--- src/rtl/neuromorphic_x1_arbiter.sv ---
// neuromorphic_x1_arbiter: round-robin two-port arbiter and watchdog-guarded sequencer for one NEUROMORPHIC_X1 macro.
// Define NEUROMORPHIC_X1_ARB_STATS_EN to add saturating transaction/timeout counters.
module neuromorphic_x1_arbiter #(
  parameter  int TIMEOUT = 64,
  localparam int TW      = $clog2(TIMEOUT + 1)
) (
  input  logic        CLKin,
  input  logic        RSTin,
  input  logic        p0_req,
  input  logic        p0_we,
  input  logic [31:0] p0_addr,
  input  logic [31:0] p0_wdata,
  input  logic [3:0]  p0_sel,
  output logic        p0_ack,
  output logic        p0_err,
  output logic [31:0] p0_rdata,
  input  logic        p1_req,
  input  logic        p1_we,
  input  logic [31:0] p1_addr,
  input  logic [31:0] p1_wdata,
  input  logic [3:0]  p1_sel,
  output logic        p1_ack,
  output logic        p1_err,
  output logic [31:0] p1_rdata,
  output logic        mac_EN,
  output logic        mac_R_WB,
  output logic [31:0] mac_DI,
  output logic [31:0] mac_AD,
  output logic [3:0]  mac_SEL,
  input  logic [31:0] mac_DO,
  input  logic        mac_func_ack
`ifdef NEUROMORPHIC_X1_ARB_STATS_EN
  ,
  output logic [15:0] stat_txn,
  output logic [15:0] stat_timeout
`endif
);
  typedef enum logic {IDLE, BUSY} state_t;
  state_t      state_q, state_d;
  logic        ptr_q, ptr_d, gnt_q, gnt_d, pick;
  logic [TW-1:0] wd_q, wd_d;
  logic        en_q, en_d, rwb_q, rwb_d;
  logic [31:0] di_q, di_d, ad_q, ad_d;
  logic [3:0]  sel_q, sel_d;
  logic        ack0_q, ack0_d, ack1_q, ack1_d, err0_q, err0_d, err1_q, err1_d;
  logic [31:0] rd0_q, rd0_d, rd1_q, rd1_d;
  always_comb begin
    state_d = state_q;
    ptr_d   = ptr_q;
    gnt_d   = gnt_q;
    wd_d    = wd_q;
    en_d    = en_q;
    rwb_d   = rwb_q;
    di_d    = di_q;
    ad_d    = ad_q;
    sel_d   = sel_q;
    ack0_d  = 1'b0;
    ack1_d  = 1'b0;
    err0_d  = 1'b0;
    err1_d  = 1'b0;
    rd0_d   = rd0_q;
    rd1_d   = rd1_q;
    pick    = ptr_q ? p1_req : !p0_req;
    if (state_q == IDLE) begin
      if (p0_req || p1_req) begin
        gnt_d   = pick;
        rwb_d   = pick ? !p1_we : !p0_we;
        di_d    = pick ? p1_wdata : p0_wdata;
        ad_d    = pick ? p1_addr : p0_addr;
        sel_d   = pick ? p1_sel : p0_sel;
        en_d    = 1'b1;
        wd_d    = '0;
        state_d = BUSY;
      end
    end else if (mac_func_ack || wd_q == TW'(TIMEOUT - 1)) begin
      // func_ack takes precedence over a coinciding watchdog expiry
      en_d    = 1'b0;
      ack0_d  = !gnt_q;
      ack1_d  = gnt_q;
      err0_d  = !gnt_q && !mac_func_ack;
      err1_d  = gnt_q && !mac_func_ack;
      rd0_d   = (mac_func_ack && rwb_q && !gnt_q) ? mac_DO : rd0_q;
      rd1_d   = (mac_func_ack && rwb_q && gnt_q) ? mac_DO : rd1_q;
      ptr_d   = !gnt_q;
      state_d = IDLE;
    end else begin
      wd_d = wd_q + TW'(1);
    end
  end
  always_ff @(posedge CLKin) begin
    if (RSTin) begin
      state_q <= IDLE;
      ptr_q   <= 1'b0;
      gnt_q   <= 1'b0;
      wd_q    <= '0;
      en_q    <= 1'b0;
      rwb_q   <= 1'b0;
      di_q    <= '0;
      ad_q    <= '0;
      sel_q   <= '0;
      ack0_q  <= 1'b0;
      ack1_q  <= 1'b0;
      err0_q  <= 1'b0;
      err1_q  <= 1'b0;
      rd0_q   <= '0;
      rd1_q   <= '0;
    end else begin
      state_q <= state_d;
      ptr_q   <= ptr_d;
      gnt_q   <= gnt_d;
      wd_q    <= wd_d;
      en_q    <= en_d;
      rwb_q   <= rwb_d;
      di_q    <= di_d;
      ad_q    <= ad_d;
      sel_q   <= sel_d;
      ack0_q  <= ack0_d;
      ack1_q  <= ack1_d;
      err0_q  <= err0_d;
      err1_q  <= err1_d;
      rd0_q   <= rd0_d;
      rd1_q   <= rd1_d;
    end
  end
`ifdef NEUROMORPHIC_X1_ARB_STATS_EN
  logic [15:0] txn_q, tmo_q;
  always_ff @(posedge CLKin) begin
    if (RSTin) begin
      txn_q <= '0;
      tmo_q <= '0;
    end else begin
      txn_q <= ((ack0_d || ack1_d) && txn_q != 16'hFFFF) ? txn_q + 16'd1 : txn_q;
      tmo_q <= ((err0_d || err1_d) && tmo_q != 16'hFFFF) ? tmo_q + 16'd1 : tmo_q;
    end
  end
  assign stat_txn     = txn_q;
  assign stat_timeout = tmo_q;
`endif
  assign mac_EN   = en_q;
  assign mac_R_WB = rwb_q;
  assign mac_DI   = di_q;
  assign mac_AD   = ad_q;
  assign mac_SEL  = sel_q;
  assign p0_ack   = ack0_q;
  assign p1_ack   = ack1_q;
  assign p0_err   = err0_q;
  assign p1_err   = err1_q;
  assign p0_rdata = rd0_q;
  assign p1_rdata = rd1_q;
endmodule
--- config.mk ---
export PLATFORM = sky130hd
export DESIGN_NAME = neuromorphic_x1_arbiter
export DESIGN_NICKNAME = d
export VERILOG_FILES = /design/src/rtl/neuromorphic_x1_arbiter.sv
export SDC_FILE = /design/constraint.sdc
export NUM_CORES = 1
export LEC_CHECK = 0
export BUFFER_PORTS_ARGS = -buffer_cell sky130_fd_sc_hd__buf_2
export CORE_ASPECT_RATIO = 0.75
export CORE_UTILIZATION = 41
export CTS_CLUSTER_DIAMETER = 120
export DETAILED_ROUTE_END_ITERATION = 7
export GPL_ROUTABILITY_DRIVEN = 0
export MAX_ROUTING_LAYER = met4
export PLACE_DENSITY = 0.77
export SLEW_MARGIN = 20
export SYNTH_ARGS = -nofsm -noshare
export SYNTH_HDL_FRONTEND = slang
export SYNTH_SLANG_ARGS = --single-unit
--- constraint.sdc ---
create_clock -name CLKin -period 1.39 [get_ports CLKin]
set_input_delay 0.278 -clock CLKin [delete_from_list [all_inputs] [get_ports CLKin]]
set_output_delay 0.278 -clock CLKin [all_outputs]
set_load 0.01 [all_outputs]
; After elaboration in Yosys (flattened, before gate mapping)
; Index checks and enable logic that the tools add are counted.
[totals]
register_bits = 148
in_bits = 175
output_inout_bits = 138
elab_cells = 55
[op_classes]
addsub = 1
n_eq_ne = 3
mux = 14
bitwise_logic = 2
n_reduce_logical = 20
[ops]
columns = operator, n
row1 = two-way mux 32 bit, 2
row2 = two-way mux 7 bit, 3
row3 = two-way mux 1 bit, 8
row4 = AND reduction 2 bit, 4
row5 = "adder 7 x 1 -> 7 bit, second input constant", 1
row6 = "equality test 7 x 6 -> 1 bit, second input constant", 1
row7 = AND reduction 3 bit, 2
row8 = logical AND 1 bit, 5
row9 = logical NOT 1 bit, 5
row10 = two-way mux 4 bit, 1
row11 = OR reduction 3 bit, 1
row12 = logical OR 1 bit, 2
row13 = "!= test 2 x 1 -> 1 bit, second input constant", 1
row14 = "!= test 2 bit, second input constant", 1
row15 = inverter 1 bit, 2
row16 = nonzero test 2 bit, 1

; Depth between registers and ports, before layout
[depth]
depth_word = 4
ltp_mapped = 6
mapped_depth_nobuf = 5

; Least setup slack after synthesis
; Ideal clock, no wire load.
[synth_timing]
path_type = register to register
startpoint = register wd_q[0]
endpoint = register wd_q[1]
setup_ns = 0.129
t_arrival_ns = 1.264
t_required_ns = 1.261
setup_slack_ns = -0.002
path_stages_with_launch = 6
n_path_buf = 0
period_less_slack_ns = 1.392
cell_sequence = dfxtp_1 -> ha_1 -> nand4b_1 -> o21ai_2 -> mux2i_1 -> nor2_1
[synth_via]
elab_chain_cells = 4
word_cells_on_any_way = 7
cone_classes = 1 x add/sub / 2 x eq/ne / 2 x mux / 2 x reduce/logical
[synth_rtl]
columns = item, line_no
row1 = from (decl), 41  ; logic [TW-1:0] wd_q, wd_d;
row2 = from (signal assigned), 111  ; wd_q <= wd_d;
row3 = "parallel branches: the longest is 4 deep, another holds adder 7 x 1 -> 7 bit", -
; Parallel ways; which one is timed is not known. The select of a mux whose other input is x is not followed.
; A chain may end at the register's enable or synchronous reset.

; Worst setup path after layout
[layout_timing]
startpoint = register ptr_q
endpoint = register di_q[5], in the netlist mac_DI[5]
[layout_via]
elab_chain_cells = 2
[layout_rtl]
columns = item, line_no
row1 = from (decl), 40  ; logic ptr_q, ptr_d, gnt_q, gnt_d, pick;
row2 = from (signal assigned), 109  ; ptr_q <= ptr_d;
row3 = two-way mux 1 bit, 63  ; pick = ptr_q ? p1_req : !p0_req;
row4 = two-way mux 32 bit, 68  ; di_d = pick ? p1_wdata : p0_wdata;
row5 = to (signal assigned), 114  ; di_q <= di_d;
row6 = to (decl), 43  ; logic [31:0] di_q, di_d, ad_q, ad_d;
; Every way passes these cells.

==> Flow_metrics.wiki <==
{| class="wikitable"
! Metric !! Value
|-
| Synth area leader || sky130_fd_sc_hd__dfxtp_1
|-
| Crit path max fanout || 21
|-
| FF+latch area || 2970 µm²
|-
| EDFF count, synth || 0
|-
| Fin. Hold Viols || 0
|-
| # DRC || 0
|-
| Worst setup margin || -0.0869 ns
|-
| Initial Util || 0.428
|-
| Maximum number of pins on one net before global-route repair || slightly above 70
|-
| Post-route minimum period || 1.48 ns
|-
| Clock root buffer || sky130_fd_sc_hd__clkbuf_16
|-
| Setup Total Neg Slack || -2.02 ns
|-
| Power density relative to cell area || around 1300 nW/µm²
|-
| Total standard cell area after synthesis || 5960 µm²
|-
| Post-synthesis adder-cell area fraction || 0.00210
|-
| First drt pass iteration count || 4
|-
| Number of global-route vias before repair || about 5.4k
|-
| Routed wl met3 || 956 µm
|-
| Yosys reg bits || between 100 and 150
|-
| Syn_nets || 835
|-
| Via Count || slightly below 6k
|-
| Amount of wire on met2 after detailed routing || 8400 µm
|-
| Most area-consuming cells after synthesis || sky130_fd_sc_hd__dfxtp_1 50%, sky130_fd_sc_hd__mux2i_1 12%, sky130_fd_sc_hd__a211oi_1 8.6%, sky130_fd_sc_hd__nand2_1 8.3%, sky130_fd_sc_hd__a21oi_1 5.6%
|-
| Placed Instance Area || 7760 µm²
|-
| Setup repair after global routing missed its margin || true
|-
| Global-route usage over all layers || 0.232
|-
| Half-perimeter wire length after detailed placement || 12100 µm
|-
| Post-synth ARST share || 0
|-
| Leading register cell type out of synthesis || sky130_fd_sc_hd__dfxtp_1
|-
| Peak Freq || 677 MHz
|-
| Site Rows || 37
|-
| Endpoint of the most critical register-to-register path || mac_DI[5]
|-
| Synth Area per Inst || 9.04 µm²
|-
| Clock Skew || 0.00807 ns
|-
| DR vias/cell || slightly below 5
|-
| Num CTS Buffers || 17
|-
| Floorplan die width || approximately 140 µm
|-
| Routed wire length per instance || 14.7 µm
|-
| Worst Setup End Kind || flop
|-
| DR iter-0 viols || 281
|-
| LEAKAGE || 4.03 nW
|-
| Kind of path behind the tightest hold check || input port to flop
|-
| R2R depth || 5
|-
| Reg2reg setup slack || -0.09 ns
|-
| Most frequently used cell type in the post-synthesis netlist || sky130_fd_sc_hd__dfxtp_1
|-
| Fraction of synthesized cell area in xor and xnor cells || 0
|-
| Number of fill cells in the layout || 1236
|-
| Most frequent cells after synthesis || 148 x sky130_fd_sc_hd__dfxtp_1, 131 x sky130_fd_sc_hd__nand2_1, 77 x sky130_fd_sc_hd__nor2_1, 70 x sky130_fd_sc_hd__mux2i_1, 68 x sky130_fd_sc_hd__a211oi_1
|-
| Area added between synthesis and finish || 44.0%
|-
| Data required time at the worst endpoint || between 1.5 and 2 ns
|-
| Share of synthesized area occupied by flip-flops and latches || 0.497
|-
| VDD IR max || roughly 740 µV
|-
| Post-layout nets || 1154
|-
| Total Power Consumption || about 11 mW
|-
| Critical Path Source Type || flop
|-
| Count of unique library cells instantiated by Yosys || 37
|-
| Area fraction in compound gates after synthesis || 0.161
|-
| Final standard cell area without fillers || between 8000 and 9000 µm²
|-
| Timing endpoint of the critical path || mac_DI[5]
|-
| Number of I/O pins || 313
|-
| Uppermost metal layer occupied by signal nets || met4
|-
| Total area of multi-input combinational cells || about 2800 µm²
|-
| Wire length of the first global-routing pass || about 27000 µm
|-
| Least-Margin Pin Slew || approximately 0.4 ns
|-
| Dominant combinational cell family by area after synthesis || compound AO/OA/AOI/OAI gates
|-
| Slew Limit Fails || 0
|-
| Post-route core utilization || 0.616
|-
| Setup-violating endpoint count in the final report || 55
|-
| RR Startpoint || ptr_q
|-
| TritonCTS clock tree || done
|-
| Failing checks || negative setup slack
|-
| CTS H-tree lvls || 4
|-
| Total core area || 13900 µm²
|-
| Antenna violations before repair || 1
|-
| Simple logic cell fraction of the synthesized area || 0.156
|-
| Max transition margin || 0.732
|-
| Launch point of the critical path || ptr_q
|-
| Sink count of the clock tree || 148
|-
| Yosys top cell area share || 0.497
|-
| Warning count from the yosys run || 0
|-
| Clock-pin slew on the worst setup and hold paths || 0.06 ns
|-
| Height of the die || 106 µm
|-
| Worst skew pair latency || just over 0.4 ns
|-
| Mapped Cells || 659
|-
| Buffers added on ports || 312
|-
| Data arrival time of the critical path || 1.77 ns
|-
| Detailed-route wire length on metal 1 || 7710 µm
|-
| Final antenna-violating net count || 0
|-
| Overflow left after global routing || 0
|-
| Number of maximum-capacitance violations || 0
|-
| Fraction of the cycle the final worst path needs || 1.06
|-
| CTS max path bufs || 2
|-
| Total routed wirelength || 17400 µm
|-
| Classification of the worst setup path || flop to flop
|-
| Die ar. || 15000 µm²
|-
| Multiplexer share of the synthesized area || 0.120
|-
| Share of final-layout standard cells stronger than drive strength 1 || 0.416
|-
| Result of the run || finished with violations
|}
how the worst min path moves through the flow:
stage | startpoint | end | slack [ns] | cells after the start
finish | mac_DO[31] | p1_rdata[31] | 0.11 | 3
detailed placement | wd_q[6] | wd_q[6] | 0.44 | 2
CTS | mac_DO[20] | p0_rdata[20] | 0.10 | 3
floorplan | mac_func_ack | p0_err | 0.35 | 1
global placement | wd_q[6] | wd_q[6] | 0.43 | 2
global route | mac_DO[31] | p1_rdata[31] | 0.10 | 3
cells by family after synthesis:
kind of cell / Yosys count
AOI/OAI and AO/OA: 151
adders and majority gates: 1
buffers and inverters: 57
DFF: 148
muxes: 71
and+or+nand+nor: 231
flip-flops by register name, indices dropped and copies added, names as in the netlist, 4 cells and up:
| register | flops |
|---|---|
| mac_AD | 32 |
| p1_rdata | 32 |
| p0_rdata | 32 |
| wd_q | 7 |
| mac_SEL | 4 |
| mac_DI | 32 |
layer usage:
layer  global-route usage  vias to the layer above
met2                0.376                      201
met1                0.281                     2658
li1                     -                     2925
met3               0.0590                       24
met4               0.0823                        0
met5                    -                        -
power breakdown:
part           switching (mW)  leakage [nW]  internal, mW
combinational           0.892          2.55         0.815
clock                    1.77         0.266          2.64
sequential              0.129          1.21          4.49
total                    2.79          4.03          7.94
final cells by class:
class                   count  share of cell area
flip-flops and latches    148               0.346
multi-input cells         455               0.321
repair buffers            351               0.236
clock buffers              19              0.0505
well taps                 195              0.0284
clock inverters            12              0.0153
inverters                   5             0.00219
diodes                      1            0.000292
what timing repair did:
item | 4_1_cts | 5_1_grt
pin swaps | 11 | 23
buffers inserted | 2 | 4
gates resized for setup | 16 | 21
endpoints found under the setup margin | 54 | 81
hold buffers | 0 | 0
gates cloned | 1 | 2
worst max-delay path, cell delays in order (launching register included):
cell	delay (ns)
sky130_fd_sc_hd__dfxtp_2	0.36
sky130_fd_sc_hd__nor2b_4	0.21
sky130_fd_sc_hd__or2_4	0.23
sky130_fd_sc_hd__buf_12	0.20
sky130_fd_sc_hd__mux2i_1	0.25
sky130_fd_sc_hd__a211oi_1	0.10
through the flow:
| step | setup slack, ns | hold slack, ns | instances |
|---|---|---|---|
| finish | -0.0869 | 0.113 | 1186 |
| global route | -0.143 | 0.100 | 1186 |
| floorplan | 0.0237 | 0.355 | 659 |
| detailed placement | -0.143 | 0.442 | 1145 |
| global placement | -0.0876 | 0.425 | 1145 |
| CTS | -0.0300 | 0.101 | 1179 |
placed cells by master (no fill, tap or decap), types with 2 or more instances in the layout:
master,n
sky130_fd_sc_hd__buf_16,2
sky130_fd_sc_hd__o21ai_0,2
sky130_fd_sc_hd__buf_6,6
sky130_fd_sc_hd__a21oi_1,67
sky130_fd_sc_hd__a211oi_1,61
sky130_fd_sc_hd__nor2_2,3
sky130_fd_sc_hd__clkbuf_1,2
sky130_fd_sc_hd__buf_4,24
sky130_fd_sc_hd__or2_4,2
sky130_fd_sc_hd__clkinv_2,3
sky130_fd_sc_hd__mux2i_1,70
sky130_fd_sc_hd__dfxtp_1,143
sky130_fd_sc_hd__buf_2,311
sky130_fd_sc_hd__dfxtp_2,5
sky130_fd_sc_hd__nor3_2,2
sky130_fd_sc_hd__nor2_1,75
sky130_fd_sc_hd__clkbuf_16,18
sky130_fd_sc_hd__a211oi_2,7
sky130_fd_sc_hd__nor2b_2,2
sky130_fd_sc_hd__nand3_1,5
sky130_fd_sc_hd__o21ai_4,2
sky130_fd_sc_hd__nor3b_1,2
sky130_fd_sc_hd__clkinvlp_4,4
sky130_fd_sc_hd__nand2b_1,2
sky130_fd_sc_hd__o21ai_2,2
sky130_fd_sc_hd__o41ai_2,2
sky130_fd_sc_hd__nand2_1,131
sky130_fd_sc_hd__inv_6,2
sky130_fd_sc_hd__nand4b_1,2
sky130_fd_sc_hd__buf_12,7
sky130_fd_sc_hd__bufinv_16,2
sky130_fd_sc_hd__inv_1,5
No activity file was read; power rests on OpenSTA's default activity.
